===== config.mk =====
export PLATFORM = sky130hd
export DESIGN_NAME = mult_sequencer_flat
export DESIGN_NICKNAME = d
export VERILOG_FILES = /design/src/rtl/mult_sequencer_if.sv /design/src/rtl/mult_sequencer.sv /design/src/flat_wrapper.sv
export SDC_FILE = /design/constraint.sdc
export NUM_CORES = 1
export LEC_CHECK = 0
export BUFFER_PORTS_ARGS = -buffer_cell sky130_fd_sc_hd__buf_2
export CAP_MARGIN = 20
export CORE_AREA = 2 2 39 41
export DETAILED_ROUTE_END_ITERATION = 12
export DIE_AREA = 0 0 41 43
export RECOVER_POWER = 100
export SLEW_MARGIN = 20
export SYNTH_ARGS = -nofsm -noshare
export SYNTH_HDL_FRONTEND = slang
export SYNTH_SLANG_ARGS = --single-unit

===== constraint.sdc =====
create_clock -name clk -period 2.74 [get_ports clk]
set_input_delay 0.411 -clock clk [delete_from_list [all_inputs] [get_ports clk]]
set_output_delay 0.411 -clock clk [all_outputs]
set_load 0.03 [all_outputs]

===== src/rtl/mult_sequencer_if.sv =====
// -----------------------------------------------------------------------------
// mult_sequencer_if
//
// Purpose: groups the handshake between the shift-add multiplier sequencer and
// the surrounding front end / datapath into one bundle.
//
// Optional feature macro: MULTSEQ_EARLY_EXIT_EN (adds b_zero).
//
// Signals:
//   inputdata_ready  front end -> sequencer, operand-ready level (clk domain)
//   lsb_b            datapath  -> sequencer, LSB of the shifting B register
//   b_zero           datapath  -> sequencer, B register is all zeros
//                    (only with MULTSEQ_EARLY_EXIT_EN)
//   load_a           sequencer -> datapath, one-cycle pulse, latch operand A
//   load_b           sequencer -> datapath, one-cycle pulse, latch operand B
//   clr_acc          sequencer -> datapath, one-cycle pulse, clear accumulator
//   add_en           sequencer -> datapath, accumulate shifted A this cycle
//   shift_en         sequencer -> datapath, shift A left / B right this cycle
//   busy             sequencer status, clearing or iterating
//   done             sequencer status, result valid
//
// Modports:
//   master  the sequencer side (drives the strobes and status)
//   slave   the front end / datapath side
// -----------------------------------------------------------------------------
interface mult_sequencer_if;

   logic inputdata_ready;
   logic lsb_b;
`ifdef MULTSEQ_EARLY_EXIT_EN
   logic b_zero;
`endif
   logic load_a;
   logic load_b;
   logic clr_acc;
   logic add_en;
   logic shift_en;
   logic busy;
   logic done;

   modport master (
`ifdef MULTSEQ_EARLY_EXIT_EN
      input  b_zero,
`endif
      input  inputdata_ready,
      input  lsb_b,
      output load_a,
      output load_b,
      output clr_acc,
      output add_en,
      output shift_en,
      output busy,
      output done
   );

   modport slave (
`ifdef MULTSEQ_EARLY_EXIT_EN
      output b_zero,
`endif
      output inputdata_ready,
      output lsb_b,
      input  load_a,
      input  load_b,
      input  clr_acc,
      input  add_en,
      input  shift_en,
      input  busy,
      input  done
   );

endinterface


===== src/rtl/mult_sequencer.sv =====
// -----------------------------------------------------------------------------
// mult_sequencer
//
// Purpose: control sequencer for a shift-add multiplier datapath. Operand A is
// captured on one rising edge of inputdata_ready, operand B on the next; the
// accumulator is then cleared and the datapath is stepped through WIDTH
// shift/add iterations. done is held until the next rising edge of
// inputdata_ready, which immediately starts capturing a new operand A.
//
// Optional feature macro: MULTSEQ_EARLY_EXIT_EN
//   When defined, the interface carries b_zero and the iteration phase ends as
//   soon as b_zero is seen high (that cycle neither shifts nor adds).
//
// Parameters:
//   WIDTH  operand width and iteration count (2..32)
//
// Ports:
//   clk    system clock, rising edge
//   reset  asynchronous reset, active high; forces IDLE and drops all outputs
//   bus    mult_sequencer_if.master
//            in : inputdata_ready, lsb_b, [b_zero]
//            out: load_a, load_b, clr_acc, add_en, shift_en, busy, done
// -----------------------------------------------------------------------------
module mult_sequencer #(
   parameter int unsigned WIDTH = 8
) (
   input  logic               clk,
   input  logic               reset,
   mult_sequencer_if.master   bus
);

   // Iteration counter width, derived from WIDTH only.
   localparam int unsigned CNT_W = (WIDTH > 1) ? $clog2(WIDTH) : 1;
   localparam logic [CNT_W-1:0] LastIter = CNT_W'(WIDTH - 1);

   typedef enum logic [2:0] {
      StIdle  = 3'd0,
      StLda   = 3'd1,
      StWaitB = 3'd2,
      StLdb   = 3'd3,
      StClr   = 3'd4,
      StRun   = 3'd5,
      StDone  = 3'd6
   } state_e;

   state_e           state_q, state_d;
   logic [CNT_W-1:0] cnt_q, cnt_d;
   logic             prev_rdy_q;
   logic             rise;

   logic             load_a;
   logic             load_b;
   logic             clr_acc;
   logic             add_en;
   logic             shift_en;
   logic             busy;
   logic             done;

   // Single-cycle rise of the operand-ready level; holding it high yields one.
   assign rise = bus.inputdata_ready & ~prev_rdy_q;

   always_ff @(posedge clk or posedge reset) begin
      if (reset) begin
         state_q    <= StIdle;
         cnt_q      <= '0;
         prev_rdy_q <= 1'b0;
      end else begin
         state_q    <= state_d;
         cnt_q      <= cnt_d;
         prev_rdy_q <= bus.inputdata_ready;
      end
   end

   always_comb begin
      state_d  = state_q;
      cnt_d    = cnt_q;
      load_a   = 1'b0;
      load_b   = 1'b0;
      clr_acc  = 1'b0;
      add_en   = 1'b0;
      shift_en = 1'b0;
      busy     = 1'b0;
      done     = 1'b0;

      case (state_q)
         StIdle: begin
            if (rise) state_d = StLda;
         end

         StLda: begin
            load_a  = 1'b1;
            state_d = StWaitB;
         end

         StWaitB: begin
            if (rise) state_d = StLdb;
         end

         StLdb: begin
            load_b  = 1'b1;
            state_d = StClr;
         end

         StClr: begin
            clr_acc = 1'b1;
            busy    = 1'b1;
            cnt_d   = '0;
            state_d = StRun;
         end

         StRun: begin
            busy = 1'b1;
`ifdef MULTSEQ_EARLY_EXIT_EN
            // Nothing left to add once B is empty: skip straight to DONE.
            if (bus.b_zero) begin
               state_d = StDone;
            end else begin
               shift_en = 1'b1;
               add_en   = bus.lsb_b;
               cnt_d    = cnt_q + CNT_W'(1);
               if (cnt_q == LastIter) state_d = StDone;
            end
`else
            shift_en = 1'b1;
            // Mealy path: add decision follows the live B LSB.
            add_en   = bus.lsb_b;
            cnt_d    = cnt_q + CNT_W'(1);
            if (cnt_q == LastIter) state_d = StDone;
`endif
         end

         StDone: begin
            done = 1'b1;
            // A new press restarts directly with operand A, no IDLE visit.
            if (rise) state_d = StLda;
         end

         default: begin
            // Unused encoding: recover on the next clock.
            state_d = StIdle;
         end
      endcase
   end

   assign bus.load_a   = load_a;
   assign bus.load_b   = load_b;
   assign bus.clr_acc  = clr_acc;
   assign bus.add_en   = add_en;
   assign bus.shift_en = shift_en;
   assign bus.busy     = busy;
   assign bus.done     = done;

endmodule

===== src/flat_wrapper.sv =====
// flat-port wrapper written by rule: the top's interface ports become plain ports
module mult_sequencer_flat 
#(
   parameter int unsigned WIDTH = 8
)
  (clk, reset, bus_inputdata_ready, bus_lsb_b, bus_load_a, bus_load_b, bus_clr_acc, bus_add_en, bus_shift_en, bus_busy, bus_done);
  mult_sequencer_if bus_i ();
  input  logic clk;
  input  logic reset;
  input wire logic [$bits(bus_i.inputdata_ready)-1:0] bus_inputdata_ready;
  input wire logic [$bits(bus_i.lsb_b)-1:0] bus_lsb_b;
  output wire logic [$bits(bus_i.load_a)-1:0] bus_load_a;
  output wire logic [$bits(bus_i.load_b)-1:0] bus_load_b;
  output wire logic [$bits(bus_i.clr_acc)-1:0] bus_clr_acc;
  output wire logic [$bits(bus_i.add_en)-1:0] bus_add_en;
  output wire logic [$bits(bus_i.shift_en)-1:0] bus_shift_en;
  output wire logic [$bits(bus_i.busy)-1:0] bus_busy;
  output wire logic [$bits(bus_i.done)-1:0] bus_done;
  assign bus_i.inputdata_ready = bus_inputdata_ready;
  assign bus_i.lsb_b = bus_lsb_b;
  assign bus_load_a = bus_i.load_a;
  assign bus_load_b = bus_i.load_b;
  assign bus_clr_acc = bus_i.clr_acc;
  assign bus_add_en = bus_i.add_en;
  assign bus_shift_en = bus_i.shift_en;
  assign bus_busy = bus_i.busy;
  assign bus_done = bus_i.done;
  mult_sequencer #(.WIDTH(WIDTH)) u_core (.clk(clk), .reset(reset), .bus(bus_i));
endmodule

# Yosys cells after proc, flatten, opt, wreduce, memory -nomap -nowiden
# Cells that the tools add are included.
# Widths: inputs -> output; s select.
# word_totals
ff_bits	7
inputBits	4
output_inout_bits	7
elab_cells	33
# classes
n_addsub	1
n_eq_ne	10
mux	12
bitwise_logic	2
reduce_logical	5
# ops
operator	n
$pmux 3 s6	1
$eq 3x3->1 const B	4
$mux 3	3
$mux 1	7
$eq 3x2->1 const B	2
$ne 2x1->1 const B	3
$pmux 3 s2	1
$reduce_or 2->1	2
$add 3x1->3 const B	1
$eq 3x1->1 const B	1
$logic_not 3->1	1
$reduce_and 3->1	1
$reduce_bool 2->1	1
$and 1x1->1	1
$not 1->1	1

# Depth between registers and ports, before layout
# Gate-level depths: netlist (run 1).
# depth
depth_word	4
mapped_depth	4
depth_no_buf	4

# Worst setup path after synthesis (run 1)
# OpenSTA, ideal clock, no wires.
# synth_timing
path_kind	flip-flop to output port
startpoint	register u_core.state_q[0]
endpoint	output port bus_load_a
arrival_time_ns	1.248
required_time_ns	2.329
setup_slack_ns	1.081
stages_incl_launch_ff	3
n_path_buf	1
path_cell_list	dfrtp_1 > buf_6 > nor3b_1
# synth_via
elab_chain_cells	2
# synth_rtl
element	line	rtl
start: declaration	mult_sequencer.sv:46	state_e state_q, state_d;
start signal: assignment	mult_sequencer.sv:64	state_q <= StIdle;
start signal: assignment	mult_sequencer.sv:68	state_q <= state_d;
$eq 3x1->1	mult_sequencer.sv:85	case (state_q)
$mux 1	mult_sequencer.sv:85	
end: declaration	flat_wrapper.sv:12	output wire logic [$bits(bus_i.load_a)-1:0] bus_load_a;
# No other way between the ends.

# Final worst setup path (run 1)
# layout_timing
startpoint	register u_core.state_q[1]
endpoint	output port bus_add_en
# layout_via
elab_chain_cells	2
# layout_rtl
element	line	rtl
$eq 3x3->1	mult_sequencer.sv:85	
$mux 1	mult_sequencer.sv:85	
end: declaration	flat_wrapper.sv:15	output wire logic [$bits(bus_i.add_en)-1:0] bus_add_en;
# No other way between the ends.

==> qor.txt, run 1 <==
TIMING
--------------------------------------------------------------------------------------
Clock skew                                                                     1.06 ps
Final setup TNS                                                                   0 ps
Unrepaired setup endpoints after global routing                                  false
Worst Setup Slack, final                                                        775 ps
Worst Hold Margin                                                              83.4 ps
Slew at the pin closest to its max-slew limit                                   370 ps
Final-report hold violation count                                                    0
Setup violations, final                                                              0
Time the final worst path needs with I/O delays and setup                      1970 ps
Final slew viol count                                                                0
Worst slew slack as a fraction of its limit                                      75.4%
Max Clock Freq                                                                 509 MHz
Share of the clock period used by the worst path after layout                    71.7%

SYNTH
--------------------------------------------------------------------------------------
Seq/Total Area, Yosys                                                            43.6%
Mapped Area                                                                    402 um2
Largest cells by area after synthesis                                     dfrtp_1, ha_1, mux2i_1
Proportion of netlist area held by the largest area contributor                  43.6%
Cell variety after synth                                                            22
Synth Area per Inst                                                           10.9 um2
Mapped Nets                                                                         43
Gate count of the mapped netlist                                                    37
Cell accounting for the most synthesized area                                  dfrtp_1
Total of flip-flops plus latches after synthesis                                     7
Synthesis Warnings                                                                   0

CLOCK TREE
--------------------------------------------------------------------------------------
Reg clk slew, reported paths                                                     50 ps
CTS root buffer                                                               clkbuf_4
Later-pin clock latency in the skew report                                      250 ps
Gates resized, CTS repair                                                            0
Total clock buffers created by CTS                                                   3
Hold buffers post-CTS                                                                0
Max H-tree Level                                                                     1
Setup Buffers After CTS                                                              0
Number of clock sinks                                                                7
TritonCTS clock tree                                                             built
Clock Tree Buf Depth                                                                 2

ROUTE
--------------------------------------------------------------------------------------
First-pass iteration count of the detailed router                                    2
Final routed DRC violation total                                                     0
Routed Wire Length                                                              626 um
Routed vias/inst                                                                  4.39
Vias after detailed routing                                                        290
Number of DRC markers in iteration 0                                                 5
Post-DRT Antenna Nets                                                                0
Routed wire per std cell                                                       9.48 um

RUN STATUS
--------------------------------------------------------------------------------------
Status                                                                    finished, final reports clean

GLOBAL ROUTE
--------------------------------------------------------------------------------------
Largest net degree at the start of global routing                                   15
Grt ovf                                                                              0
First-pass GRT wire length                                                     1040 um
Tot GR Track Use                                                                 9.40%
Initial antenna violation count                                                      0
Number of global-route vias before repair                                          256

CRITICAL PATH
--------------------------------------------------------------------------------------
Crit. Startpoint                                                          u_core.state_q[1]
Crit-path slowest cell                                                         dfrtp_1
Kind of end point of the critical path                                     output port
Stages on worst setup path                                                           4
Cell Chain, Critical Path                                                 nand2b_1, clkinvlp_2, and3_1, clkbuf_1
Largest driver fanout on the critical path                                           7
Endpoint arrival time on the critical path                                     1550 ps
Worst path max stage delay                                                      410 ps
Type of element launching the critical path                                  flip-flop
Crit Reg-Reg Startpoint                                                   u_core.state_q[1]
Bufs and invs on worst path                                                          2
WS Path Type                                                              flip-flop to output port
Required @ worst endpoint                                                      2330 ps
Worst reg-to-reg path cell count                                                     3
Gate family responsible for the most delay along the worst path           simple AND/OR/NAND/NOR gates

FLOORPLAN
--------------------------------------------------------------------------------------
Cell row count                                                                      14
Core area                                                                     1380 um2
Width of the die                                                                 41 um
Area of the die                                                               1760 um2
Io pins                                                                             11
Starting Density                                                                 29.0%
Vertical extent of the die                                                       43 um

POWER
--------------------------------------------------------------------------------------
Share of total power consumed by net switching                                   45.6%
Cell area power density                                                    1240 nW/um2
Internal                                                                    0.000313 W
Power share of the sequential group                                              35.7%
Logic gate share of total power                                                  48.5%
Max IR drop VDD                                                               0.348 mV
Net Switching                                                               0.000263 W
Reported leakage power                                                        0.226 nW
Portion of total power attributed to the clock network                           15.8%

LAYOUT
--------------------------------------------------------------------------------------
Top library cells by usage in the layout, fill and taps aside             clkbuf_1, dfrtp_1, inv_1, nand2_1, clkbuf_4
Count of inserted antenna diode cells                                                0
Combined area of the multi-input logic cells                                   183 um2
Most frequent standard cell in the layout excluding fill and tap cells        clkbuf_1
Seq. cell area                                                                 175 um2
Fraction of final layout cells sized beyond drive strength 1                     14.0%
Fillers                                                                            146
Total number of nets in the final design                                            57
Area growth, synth to finish                                                     15.6%

PLACE
--------------------------------------------------------------------------------------
Port bufs                                                                           10
Setup Slack @ Placement                                                        1310 ps
Weighted congestion reported at the end of routability-driven placement          0.650
HPWL after DPL                                                                  478 um

MIN PATH
--------------------------------------------------------------------------------------
Worst hold-check path type                                                input pin to asynchronous set/reset pin

FLOW RUN
--------------------------------------------------------------------------------------
Maximum capacitance violations                                                       0

[layer usage]
metal  wire [um]  global-route usage [%]  part of all wire, %
met1         290                    10.9                   46
met2         284                    12.2                   45
met3          41                    3.14                  6.5
met4           9                    10.0                  1.4
met5           0                       0                    0
[Yosys cell counts, drive strengths merged]
| cell type | instances |
|---|---|
| nand2b | 2 |
| nor2 | 1 |
| dfrtp | 7 |
| and2 | 1 |
| and3 | 1 |
| nand3b | 1 |
| o211ai | 1 |
| ha | 2 |
| nand2 | 3 |
| xnor2 | 1 |
| inv | 5 |
| nor3b | 2 |
| mux2 | 1 |
| and2b | 1 |
| mux2i | 2 |
| a211oi | 1 |
| a21o | 1 |
| and3b | 2 |
| nor2b | 1 |
| buf | 1 |
[final cells by class]
| class | instances | area share (%) |
|---|---|---|
| Tap cell | 16 | 4.31 |
| Inverter | 5 | 4.31 |
| Timing Repair Buffer | 10 | 8.63 |
| Multi-Input combinational cell | 24 | 39.4 |
| Clock buffer | 4 | 5.66 |
| Sequential cell | 7 | 37.7 |
[path summary, 6_finish.rpt]
path	end	slack [ps]
max	bus_add_en	770
min	u_core.cnt_q[2]	80
max reg2reg	u_core.cnt_q[0]	1410
min reg2reg	u_core.cnt_q[0]	520
max in group asynchronous	u_core.state_q[2]	2450
min in group clk	u_core.prev_rdy_q	300
[worst reg2reg max path, cell delays in order, from the launching register on]
cell,delay (ps)
dfrtp_1,410
nand2b_1,190
clkinvlp_2,250
mux2_1,370
[sequential cells by signal (all words and copies together) (netlist names)]
| name | count |
|---|---|
| u_core.prev_rdy_q | 1 |
| u_core.cnt_q | 3 |
| u_core.state_q | 3 |
[per-stage QoR]
stage	cell area, um2	utilization (%)	power, W	std cells
5_1_grt	464	33.5	0.000628	66
4_1_cts	487	35.2	0.000625	66
3_5_place_dp	460	33.3	0.000530	62
2_1_floorplan	402	-	0.000474	37
6_report	464	33.5	0.000576	66
3_3_place_gp	460	33.3	0.000526	62
[cells by family after synthesis]
logic type,count (synthesis),share of synthesized area [%]
mux,3,8.72
fa+ha+maj,2,6.23
buf+inv,6,8.10
compound gates,3,5.61
xor+xnor,1,2.18
simple gates,15,25.5
flops,7,43.6
[power by group through the flow]
| stage | sequential, W | combinational, W | clock [W] |
|---|---|---|---|
| 3_5_place_dp | 0.000212 | 0.000318 | 0 |
| 6_report | 0.000205 | 0.000279 | 0.0000912 |
| 3_3_place_gp | 0.000211 | 0.000316 | 0 |
| 2_1_floorplan | 0.000187 | 0.000287 | 0 |
| 4_1_cts | 0.000211 | 0.000320 | 0.0000951 |
| 5_1_grt | 0.000215 | 0.000311 | 0.000102 |
Power figures use the tool's default switching activity.
==> run 2: changes to the inputs <==
--- a/config.mk
+++ b/config.mk
@@ -5,6 +5,7 @@
 export SDC_FILE = /design/constraint.sdc
 export NUM_CORES = 1
 export LEC_CHECK = 0
+export ABC_AREA = 1
 export BUFFER_PORTS_ARGS = -buffer_cell sky130_fd_sc_hd__buf_2
 export CAP_MARGIN = 20
 export CORE_AREA = 2 2 39 41
==> constraint.sdc (replaced) <==
create_clock -name clk -period 1.64 [get_ports clk]
set_input_delay 0.246 -clock clk [delete_from_list [all_inputs] [get_ports clk]]
set_output_delay 0.246 -clock clk [all_outputs]
set_load 0.03 [all_outputs]
==> qor.txt, run 2 <==
TIMING
-----------------------------------------------------------------------------------------
Share of the clock period used by the worst path after layout                       92.5%
Final-report hold violation count                                                       0
Time the final worst path needs with I/O delays and setup                         1520 ps
Slew at the pin closest to its max-slew limit                                      365 ps
Max Clock Freq                                                                    659 MHz
Worst slew slack as a fraction of its limit                                         75.7%
Final setup TNS                                                                      0 ps
Unrepaired setup endpoints after global routing                                     false
Clock skew                                                                        2.72 ps
Final slew viol count                                                                   0
Setup violations, final                                                                 0

ROUTE
-----------------------------------------------------------------------------------------
Vias after detailed routing                                                           345
Routed wire per std cell                                                          8.44 um
First-pass iteration count of the detailed router                                       4
Final routed DRC violation total                                                        0
Post-DRT Antenna Nets                                                                   0
Routed Wire Length                                                                 684 um
Routed vias/inst                                                                     4.26
Number of DRC markers in iteration 0                                                    7

CRITICAL PATH
-----------------------------------------------------------------------------------------
CP most frequent cell                                                               inv_2
Required @ worst endpoint                                                         1390 ps
Worst reg-to-reg path cell count                                                        7
Cell Chain, Critical Path                                                    inv_2, nand2_4, inv_2, nand2_1, nor2_1, clkbuf_4
Largest driver fanout on the critical path                                              7
Worst R2R End                                                                u_core.state_q[2]
WS Path Type                                                                 flip-flop to output port
Crit Reg-Reg Startpoint                                                      u_core.cnt_q[0]
Kind of end point of the critical path                                        output port
Reg-to-reg setup timing slack                                                      350 ps
Type of element launching the critical path                                     flip-flop
Crit-path slowest cell                                                            dfrtp_1
Worst path max stage delay                                                         400 ps
Gate family responsible for the most delay along the worst path                flip-flops
Endpoint arrival time on the critical path                                        1270 ps
Bufs and invs on worst path                                                             3

FLOORPLAN
-----------------------------------------------------------------------------------------
Cell row count                                                                         14
Area of the die                                                                  1760 um2
Core area                                                                        1380 um2
Width of the die                                                                    41 um
Vertical extent of the die                                                          43 um
Io pins                                                                                11
Starting Density                                                                    26.9%

MIN PATH
-----------------------------------------------------------------------------------------
Startpoint of the tightest hold check path                                   bus_inputdata_ready
Worst hold-check path type                                                   input pin to flip-flop
Number of cells on the worst hold path                                                  1
Hold Path End                                                                u_core.prev_rdy_q

SYNTH
-----------------------------------------------------------------------------------------
Gate count of the mapped netlist                                                       50
Post-synth EDFFs                                                                        0
Mapped Nets                                                                            56
Cell types with the highest counts after synthesis                           nand2_1, inv_1, dfrtp_1
Top-count cell post-synth                                                         nand2_1
Synth Area per Inst                                                              7.46 um2
Synthesis Warnings                                                                      0
Proportion of register bits with asynchronous set or reset after synthesis           100%
Largest cells by area after synthesis                                        dfrtp_1, nand2_1, inv_1
Seq/Total Area, Yosys                                                               47.0%
Mapped Area                                                                       373 um2
Cell accounting for the most synthesized area                                     dfrtp_1
Main flop type after synthesis                                                    dfrtp_1
Cell variety after synth                                                               12
Total of flip-flops plus latches after synthesis                                        7
Proportion of netlist area held by the largest area contributor                     47.0%

LAYOUT
-----------------------------------------------------------------------------------------
Biggest regs                                                                 u_core.cnt_q (3), u_core.state_q (3), u_core.prev_rdy_q (1)
Most frequent standard cell in the layout excluding fill and tap cells            nand2_1
Top library cells by usage in the layout, fill and taps aside                nand2_1, inv_1, dfrtp_1
Seq. cell area                                                                    175 um2
Combined area of the multi-input logic cells                                      165 um2
Total number of nets in the final design                                               72
Count of inserted antenna diode cells                                                   0
Final cell count without fillers                                                       81
Fraction of final layout cells sized beyond drive strength 1                        24.6%
Area growth, synth to finish                                                        29.9%
Fillers                                                                               160

POWER
-----------------------------------------------------------------------------------------
Share of total power consumed by net switching                                      47.0%
Cell area power density                                                       1720 nW/um2
Portion of total power attributed to the clock network                              18.7%
Logic gate share of total power                                                     46.4%
Power share of the sequential group                                                 34.9%
Internal                                                                       0.000440 W
Reported leakage power                                                           0.307 nW
Net Switching                                                                  0.000391 W
Max IR drop VDD                                                                  0.393 mV
Total power after layout                                                       0.000831 W

GLOBAL ROUTE
-----------------------------------------------------------------------------------------
Number of global-route vias before repair                                             281
Tot GR Track Use                                                                    10.3%
First-pass GRT wire length                                                        1130 um
Initial antenna violation count                                                         0
Busiest layer in global routing                                                      met2
Grt ovf                                                                                 0
Met1 Resource Use GR                                                                12.0%
Met2 track demand over resource                                                     12.5%
Largest net degree at the start of global routing                                       8
Global routing met3 resource utilization                                            3.66%

PLACE
-----------------------------------------------------------------------------------------
Weighted congestion reported at the end of routability-driven placement             0.699
HPWL after DPL                                                                     527 um
Placed cells                                                                           76
Port bufs                                                                              10

CLOCK TREE
-----------------------------------------------------------------------------------------
Reg clk slew, reported paths                                                        50 ps
Clock Tree Buf Depth                                                                    2
Max H-tree Level                                                                        1
CTS root buffer                                                                  clkbuf_4
Setup Buffers After CTS                                                                 0
Total clock buffers created by CTS                                                      3
TritonCTS clock tree                                                                built
Later-pin clock latency in the skew report                                         250 ps
Number of clock sinks                                                                   7

FLOW RUN
-----------------------------------------------------------------------------------------
Maximum capacitance violations                                                          0

RUN STATUS
-----------------------------------------------------------------------------------------
Status                                                                       finished, final reports clean

-- run 2: power by group through the flow --
| stage | Clock [W] | Sequential (W) | Combinational (W) |
|---|---|---|---|
| after global routing | 0.000173 | 0.000300 | 0.000437 |
| after floorplan | 0 | 0.000274 | 0.000300 |
| final | 0.000156 | 0.000290 | 0.000385 |
| after detailed placement | 0 | 0.000287 | 0.000381 |
| after global placement | 0 | 0.000284 | 0.000380 |
| after CTS | 0.000166 | 0.000284 | 0.000384 |
-- run 2: final cells by class --
| cell class | count | share of cell area, % |
|---|---|---|
| flip-flops and latches | 7 | 36.2 |
| multi-input cells | 33 | 34.1 |
| repair buffers | 11 | 12.4 |
| inverters | 10 | 7.75 |
| clock buffers | 4 | 5.43 |
| well taps | 16 | 4.13 |
-- run 2: how the worst max path moves through the flow --
| stage | from | endpoint | depth (start not counted) |
|---|---|---|---|
| 3_3_place_gp | u_core.state_q[1] | bus_add_en | 6 |
| 3_5_place_dp | u_core.state_q[1] | bus_add_en | 6 |
| 5_1_grt | u_core.state_q[1] | bus_add_en | 6 |
| 4_1_cts | u_core.state_q[1] | bus_add_en | 6 |
| 2_1_floorplan | u_core.state_q[1] | bus_add_en | 5 |
| 6_report | u_core.state_q[1] | bus_add_en | 6 |
-- run 2: stage by stage --
stage          cell area [um2]  utilization (%)  hold WS [ps]  worst slack, ps
2_1_floorplan              373                -          49.4              121
4_1_cts                    479             34.6           110             27.1
6_report                   484             35.0           126              124
3_3_place_gp               443             32.0           195              310
3_5_place_dp               443             32.0           191              306
5_1_grt                    484             35.0           125             3.83
-- run 2: what timing repair did --
action,in CTS,in global routing
hold endpoints to repair,7,0
setup endpoints to repair,0,2
resized for setup,0,3
hold buffers,1,0
-- run 2: metal layers --
metal  share of wire (%)  vias to the layer above
met1                  46                      152
met4                 1.5                        0
met3                 5.8                        2
li1                    -                      184
met5                   0                        -
met2                  46                        7
-- run 2: cells by family after synthesis --
| logic type | count (synthesis) | share of synthesized area (%) |
|---|---|---|
| AO/OA/AOI/OAI | 1 | 1.34 |
| adder cells (fa/ha/maj) | 2 | 6.71 |
| buffers and inverters | 10 | 10.1 |
| flip-flops | 7 | 47.0 |
| AND/OR/NAND/NOR | 30 | 34.9 |
